## src/rtl/mem_port_arbiter.sv

```systemverilog
// Arbitrates the single-port word memory between the CPU and a secondary (DMA) master.
// Accesses are serialized through IDLE -> ISSUE -> [WAIT] -> DONE with registered strobes and acks.
module mem_port_arbiter #(
  parameter int DW         = 16,
  parameter int AW         = 16,
  parameter int MEM_LAT    = 1,
  parameter int CPU_PRIO   = 1,
  parameter int STARVE_LIM = 4
) (
  input  logic          clk,
  input  logic          rst_b,
  input  logic          cpu_req,
  input  logic          cpu_we,
  input  logic [AW-1:0] cpu_addr,
  input  logic [DW-1:0] cpu_wdata,
  output logic          cpu_ack,
  input  logic          dma_req,
  input  logic          dma_we,
  input  logic [AW-1:0] dma_addr,
  input  logic [DW-1:0] dma_wdata,
  output logic          dma_ack,
  output logic [DW-1:0] rdata,
  output logic [AW-1:0] mem_addr,
  output logic          mem_rd,
  output logic          mem_wr,
  output logic [DW-1:0] mem_wdata,
  input  logic [DW-1:0] mem_rdata,
  output logic          busy,
  output logic          gnt_dma
);

  typedef enum logic [1:0] {S_IDLE, S_ISSUE, S_WAIT, S_DONE} state_t;

  localparam logic [3:0] STARVE_MAX = 4'(STARVE_LIM);
  localparam logic [1:0] WAIT_INIT  = 2'(MEM_LAT - 1);

  state_t        state_q;
  logic          we_q;
  logic [1:0]    wait_q;
  logic [3:0]    starve_q;
  logic          rr_last_q;
  logic          gnt_dma_q;
  logic          cpu_ack_q;
  logic          dma_ack_q;
  logic          mem_rd_q;
  logic          mem_wr_q;
  logic [AW-1:0] mem_addr_q;
  logic [DW-1:0] mem_wdata_q;
  logic [DW-1:0] rdata_q;

  logic          req_any_d;
  logic          pick_dma_d;
  logic          sel_we_d;
  logic [AW-1:0] sel_addr_d;
  logic [DW-1:0] sel_wdata_d;

  // Tie-break: fixed CPU priority with starvation relief, or alternate against the last grant.
  always_comb begin
    req_any_d  = cpu_req | dma_req;
    pick_dma_d = dma_req;
    if (cpu_req && dma_req) begin
      if (CPU_PRIO != 0) pick_dma_d = (starve_q >= STARVE_MAX);
      else               pick_dma_d = ~rr_last_q;
    end
    sel_we_d    = pick_dma_d ? dma_we    : cpu_we;
    sel_addr_d  = pick_dma_d ? dma_addr  : cpu_addr;
    sel_wdata_d = pick_dma_d ? dma_wdata : cpu_wdata;
  end

  always_ff @(posedge clk or negedge rst_b) begin
    if (!rst_b) begin
      state_q     <= S_IDLE;
      we_q        <= 1'b0;
      wait_q      <= '0;
      starve_q    <= '0;
      rr_last_q   <= 1'b1;
      gnt_dma_q   <= 1'b0;
      cpu_ack_q   <= 1'b0;
      dma_ack_q   <= 1'b0;
      mem_rd_q    <= 1'b0;
      mem_wr_q    <= 1'b0;
      mem_addr_q  <= '0;
      mem_wdata_q <= '0;
      rdata_q     <= '0;
    end else begin
      case (state_q)
        S_IDLE: begin
          if (!dma_req || pick_dma_d)   starve_q <= '0;
          else if (CPU_PRIO != 0)       starve_q <= starve_q + 4'd1;
          if (req_any_d) begin
            gnt_dma_q  <= pick_dma_d;
            rr_last_q  <= pick_dma_d;
            we_q       <= sel_we_d;
            mem_addr_q <= sel_addr_d;
            if (sel_we_d) begin
              mem_wdata_q <= sel_wdata_d;
              mem_wr_q    <= 1'b1;
            end else begin
              mem_rd_q    <= 1'b1;
            end
            state_q <= S_ISSUE;
          end
        end
        S_ISSUE: begin
          if (we_q) begin
            mem_wr_q  <= 1'b0;
            cpu_ack_q <= ~gnt_dma_q;
            dma_ack_q <= gnt_dma_q;
            state_q   <= S_DONE;
          end else begin
            wait_q  <= WAIT_INIT;
            state_q <= S_WAIT;
          end
        end
        S_WAIT: begin
          if (wait_q == 2'd0) begin
            rdata_q   <= mem_rdata;
            mem_rd_q  <= 1'b0;
            cpu_ack_q <= ~gnt_dma_q;
            dma_ack_q <= gnt_dma_q;
            state_q   <= S_DONE;
          end else begin
            wait_q <= wait_q - 2'd1;
          end
        end
        default: begin
          cpu_ack_q <= 1'b0;
          dma_ack_q <= 1'b0;
          state_q   <= S_IDLE;
        end
      endcase
    end
  end

  assign cpu_ack   = cpu_ack_q;
  assign dma_ack   = dma_ack_q;
  assign rdata     = rdata_q;
  assign mem_addr  = mem_addr_q;
  assign mem_rd    = mem_rd_q;
  assign mem_wr    = mem_wr_q;
  assign mem_wdata = mem_wdata_q;
  assign busy      = (state_q != S_IDLE);
  assign gnt_dma   = gnt_dma_q;

endmodule
```

## config.mk

```make
export PLATFORM = sky130hd
export DESIGN_NAME = mem_port_arbiter
export DESIGN_NICKNAME = d
export VERILOG_FILES = /design/src/rtl/mem_port_arbiter.sv
export SDC_FILE = /design/constraint.sdc
export NUM_CORES = 1
export LEC_CHECK = 0
export ABC_AREA = 1
export CAP_MARGIN = 15
export CORE_UTILIZATION = 44
export DETAILED_ROUTE_END_ITERATION = 8
export GPL_ROUTABILITY_DRIVEN = 0
export PLACE_DENSITY = 0.85
export SETUP_SLACK_MARGIN = 0.15
export SLEW_MARGIN = 20
export SYNTH_ARGS = -nofsm -noshare
export SYNTH_HDL_FRONTEND = slang
export SYNTH_SLANG_ARGS = --single-unit
export TNS_END_PERCENT = 1
```

## constraint.sdc

```tcl
create_clock -name clk -period 3.2 [get_ports clk]
set_input_delay 0.64 -clock clk [delete_from_list [all_inputs] [get_ports clk]]
set_output_delay 0.64 -clock clk [all_outputs]
set_load 0.005 [all_outputs]
```

==> impl_metrics.yaml, run 1 <==
status:
  status: "finished, final reports clean"
global_route:
  grt_pass1_wl_um: 12000
  grt-ovfl-total: 0
  grt_pass1_vias: 2657
  grt_max_degree: 38
  grtUsageTotal: 0.216
  antenna_found_initial: 0
setup_path:
  arrival_ps: 1820
  cp-end-kind: "output pin"
  slowest_stage: "clkdlybuf4s50_1"
  path_class: "flop to output pin"
  crit_path_cell_trace: "inv_1, ha_1, inv_2, clkdlybuf4s50_1"
  crit_fanout: 8
  max_stage_delay_ps: 530
  cp.required_ps: 2560
  critical_path_buf_inv_count: 3
  start_kind: "flop"
  crit_family: "buffers and inverters"
placement:
  hpwlAfterDp_um: 5360
  place_ws_ps: 748
  port_buffers: 139
detailed_routing:
  detail-route-antenna-nets: 0
  first_iter_violations: 81
  viasPerCell: 4.80
  drt-pass1-iter-count: 4
  drc: 0
  wl_per_cell_um: 13.1
  wirelength_um: 7220
  dr_total_vias: 2641
timing:
  drv_slew: 0
  slew-limit-headroom: 0.536
  hold_viol_final: 0
  rsz0062_at_grt: "false"
  tns_ps: 0
  max_clock_freq_ghz: 0.407
  fin_worst_hold_slack_ps: 300
  period_share: 0.767
  setup_viol: 0
  tightest_slew_ps: 695
  worst_clock_skew_ps: 14.3
  fin_crit_ps: 2460
  fin_ws_ps: 745
synthesis:
  syn_area_per_cell_um2: 8.84
  yosys.area.top_type: "dfrtp_1"
  syn-cell-area_um2: 2900
  yosys_warnings: 0
  netlist_instances: 328
  synth_fp_nets: 420
  ys_top_cells_by_area: "dfrtp_1 (53%), nand2_1 (17%), mux2_2 (6.2%)"
  yosysUniqueCellTypes: 28
  yosysTopAreaCellShare: 0.535
  ys_ff_latch: 62
  seq_area_frac_synth: 0.535
clock_tree:
  clock_latency_ps: 330
  clock_tree.root_cell: "clkbuf_8"
  max-clock-path-buffers: 2
  cts_buffers: 9
  ctsResizeCount: 0
  holdBufCountCts: 0
  ctsHtreeMaxLevel: 3
  post-cts-setup-buffer-count: 0
  clkSinkCount: 62
  cts_tree: "yes"
  cts.clk_slew.worst_paths_ps: 70
final_layout:
  final_cell_mix: "clkdlybuf4s50_1 (138), nand2_1 (131), dfrtp_1 (62)"
  area_delta_synth_final_pct: 55.7
  nNetsFinal: 560
  final_common_cell: "clkdlybuf4s50_1"
  drive_above_1_share: 0.0909
  antenna_cells: 0
floorplan:
  die_x_um: 83.2
  die_h_um: 83.2
  dieArea_um2: 6920
  start_util: 0.457
  core_area_um2: 6350
  row_count: 29
  num_io_pins: 140
run:
  maxCapViolations: 0
worst_hold_path:
  min-delay-path-class: "primary input to async pin"
power_and_ir_drop:
  irDropWorstVdd_v: 0.000575
  power_density_nw_per_um2: 832
  p_leak_nw: 2.10
  fin_total_pwr_mw: 3.76
[power by group]
group,switching [mW],internal [mW]
Clock,0.287,0.402
Sequential,0.203,1.15
Combinational,0.721,0.996
[worst reg2reg max path: stages, from the launching register on]
cell     delay, ps
dfrtp_1        400
inv_1          100
ha_1           320
inv_2          170
nor2_8         320
nand2_4        200
inv_4          200
nand2_1         90
nand2_1         60
[cell type report]
type / count / area [um^2]
multi-input cells: 236 / 1190
repair buffers: 141 / 1400
clock inverters: 3 / 42.5
clock buffers: 13 / 159
flip-flops and latches: 62 / 1550
fillers: 487 / 1840
well taps: 77 / 96.3
inverters: 18 / 72.6
[final timing paths]
check	end	start	slack, ps	depth (start not counted)
setup / recovery	busy	state_q[0]	740	4
hold / removal	rdata[6]	rst_b	300	1
setup reg to reg	mem_wdata[2]	state_q[1]	1280	8
hold reg to reg	mem_wr	mem_wr	480	2
max in group asynchronous	mem_wdata[11]	rst_b	2030	2
min in group clk	mem_wr	mem_wr	480	2
[layer usage]
metal / track usage / share of wire / wire, um
met1: 0.255 / 0.42 / 3050
met2: 0.367 / 0.50 / 3580
met3: 0.0497 / 0.053 / 381
met4: 0.111 / 0.028 / 203
met5: 0 / 0 / 0
[metrics by stage]
step	utilization	instance area [um^2]	instances
floorplan	-	2900	328
global placement	0.679	4310	534
detailed placement	0.679	4310	534
CTS	0.711	4510	550
global route	0.711	4510	550
finish	0.711	4510	550
[kinds of logic (layout without fill, tap and decap cells)]
kind of cell,count (synthesis),after routing,share of synthesized area
AND/OR/NAND/NOR,168,168,0.240
flip-flops,62,62,0.535
AO/OA/AOI/OAI,46,46,0.0828
buffers and inverters,30,175,0.0543
multiplexers,16,16,0.0621
adder cells (fa/ha/maj),6,6,0.0259
[flip-flops by register name, summed over array words and instances, names as in the netlist]
register   flops
we_q           1
cpu_ack        1
rdata         16
state_q        2
mem_wr         1
mem_rd         1
dma_ack        1
wait_q         2
mem_addr      16
gnt_dma        1
mem_wdata     16
starve_q       4
[cell usage after synthesis, drive strengths merged]
cell and instances:
a21oi 35, a22o 2, a31oi 1, buf 11
clkbuf 1, dfrtp 62, ha 6, inv 18
mux2 16, nand2 135, nand3 7, nand3b 1
nand4 2, nor2 22, nor3 1, o21ai 7
o22ai 1
No activity file was read; power rests on OpenSTA's default activity.
==> inputs of run 2 (changes only) <==
- CORE_UTILIZATION: 44 -> 37
- PLACE_DENSITY: 0.85 -> 0.76
- clock period: 3.2 -> 2.25 ns (I/O delays scaled with it)
==> run 2 against run 1 <==
Net effect:
- critical endpoint unchanged
- register-to-register slack worse by 710 ps
- sequential power is 41% higher
- power is 43% higher
- die area is 18% higher
- critical path type unchanged
==> impl_metrics.yaml, run 2 (same netlist as run 1, synthesis figures left out) <==
status:
  status: "finished, final reports clean"
clock_tree:
  cts.clk_slew.worst_paths_ps: 70
  clkSinkCount: 62
  post-cts-setup-buffer-count: 0
  ctsHtreeMaxLevel: 3
  cts_tree: "yes"
  clock_latency_ps: 330
  cts_buffers: 9
  holdBufCountCts: 0
  clock_tree.root_cell: "clkbuf_8"
  max-clock-path-buffers: 2
global_route:
  antenna_found_initial: 0
  grt_max_degree: 33
  grt_pass1_wl_um: 11800
  grt_pass1_vias: 2668
  grt-ovfl-total: 0
  grtUsageTotal: 0.182
final_layout:
  fill_cells: 632
  final_cell_mix: "clkdlybuf4s50_1 (138), nand2_1 (131), dfrtp_1 (62)"
  antenna_cells: 0
  area_delta_synth_final_pct: 58.6
  final_common_cell: "clkdlybuf4s50_1"
  nNetsFinal: 566
  instances_no_fill: 578
  finish.utilization: 0.621
  drive_above_1_share: 0.109
timing:
  rsz0062_at_grt: "false"
  fin_ws_ps: 240
  fin_crit_ps: 2010
  fin_worst_hold_slack_ps: 100
  setup_viol: 0
  hold_viol_final: 0
  drv_slew: 0
  slew-limit-headroom: 0.635
  worst_clock_skew_ps: 4.66
  tns_ps: 0
  tightest_slew_ps: 548
  max_clock_freq_ghz: 0.498
  period_share: 0.893
setup_path:
  cp.required_ps: 1800
  arrival_ps: 1560
  crit_path_cell_trace: "inv_1, ha_4, inv_2, clkdlybuf4s50_1"
  cp-end-kind: "output pin"
  start_kind: "flop"
  max_stage_delay_ps: 480
  path_class: "flop to output pin"
  crit_fanout: 8
  slowest_stage: "clkdlybuf4s50_1"
  reg2reg_depth: 9
detailed_routing:
  routed.top_layer: "met4"
  first_iter_violations: 102
  drc: 0
  drt-pass1-iter-count: 4
  wl_met3_um: 564
  wl_per_cell_um: 12.8
  viasPerCell: 4.68
  wirelength_um: 7420
  routed-wl-met2_um: 3760
  dr_total_vias: 2703
  wl_met1_um: 2970
  detail-route-antenna-nets: 0
run:
  maxCapViolations: 0
floorplan:
  die_h_um: 90.5
  num_io_pins: 140
  die_x_um: 90.5
  dieArea_um2: 8200
  row_count: 31
  start_util: 0.391
  core_area_um2: 7410
worst_hold_path:
  min-delay-path-class: "primary input to async pin"
placement:
  placed_cells: 562
  hpwlAfterDp_um: 5640
  port_buffers: 139
  place_ws_ps: 282
power_and_ir_drop:
  power_density_nw_per_um2: 1160
  irDropWorstVdd_v: 0.000492
  p_leak_nw: 2.12
==> run 2: final timing paths <==
check / startpoint / end / slack (ps)
max: state_q[0] / busy / 240
min: rst_b / mem_wdata[0] / 100
max reg2reg: state_q[0] / mem_wdata[11] / 570
min reg2reg: mem_wr / mem_wr / 480
max in group asynchronous: rst_b / mem_addr[10] / 1460
min in group clk: mem_wr / mem_wr / 480
==> run 2: routing by layer <==
metal	up-vias	track usage
met5	-	0
met4	0	0.0860
met3	12	0.0606
met2	107	0.302
met1	1239	0.210
li1	1345	-
==> run 2: cell type report <==
cell class	count	area, um^2	share of cell area
sequential	62	1550	0.337
tap	99	124	0.0269
clock buffer	9	124	0.0269
inverter	18	72.6	0.0158
multi-input combinational	236	1200	0.262
timing repair buffer	147	1460	0.317
clock inverter	7	65.1	0.0141
==> run 2: critical path: cells and delay by family (launching register included) <==
kind	cells	cell delay, ps
adder cells (fa/ha/maj)	1	200
buffers and inverters	3	650
flip-flops	1	380
==> run 2: power breakdown <==
group	total [mW]	switching (mW)	internal [mW]	leakage [nW]
clock network	0.929	0.426	0.503	0.0948
registers	1.90	0.274	1.63	0.748
logic	2.52	1.04	1.48	1.28
==> run 2: through the flow <==
| stage | area, um^2 | total power, mW |
|---|---|---|
| after floorplan | 2900 | 3.04 |
| after global placement | 4400 | 4.36 |
| after detailed placement | 4400 | 4.43 |
| final | 4600 | 5.35 |
| after CTS | 4590 | 5.39 |
| after global routing | 4600 | 5.73 |
==> run 2: timing repair <==
action                                 CTS  global route
endpoints found under the hold margin    0             0
resized for setup                        1             1
setup endpoints to repair                1             1
cloned                                   0             0
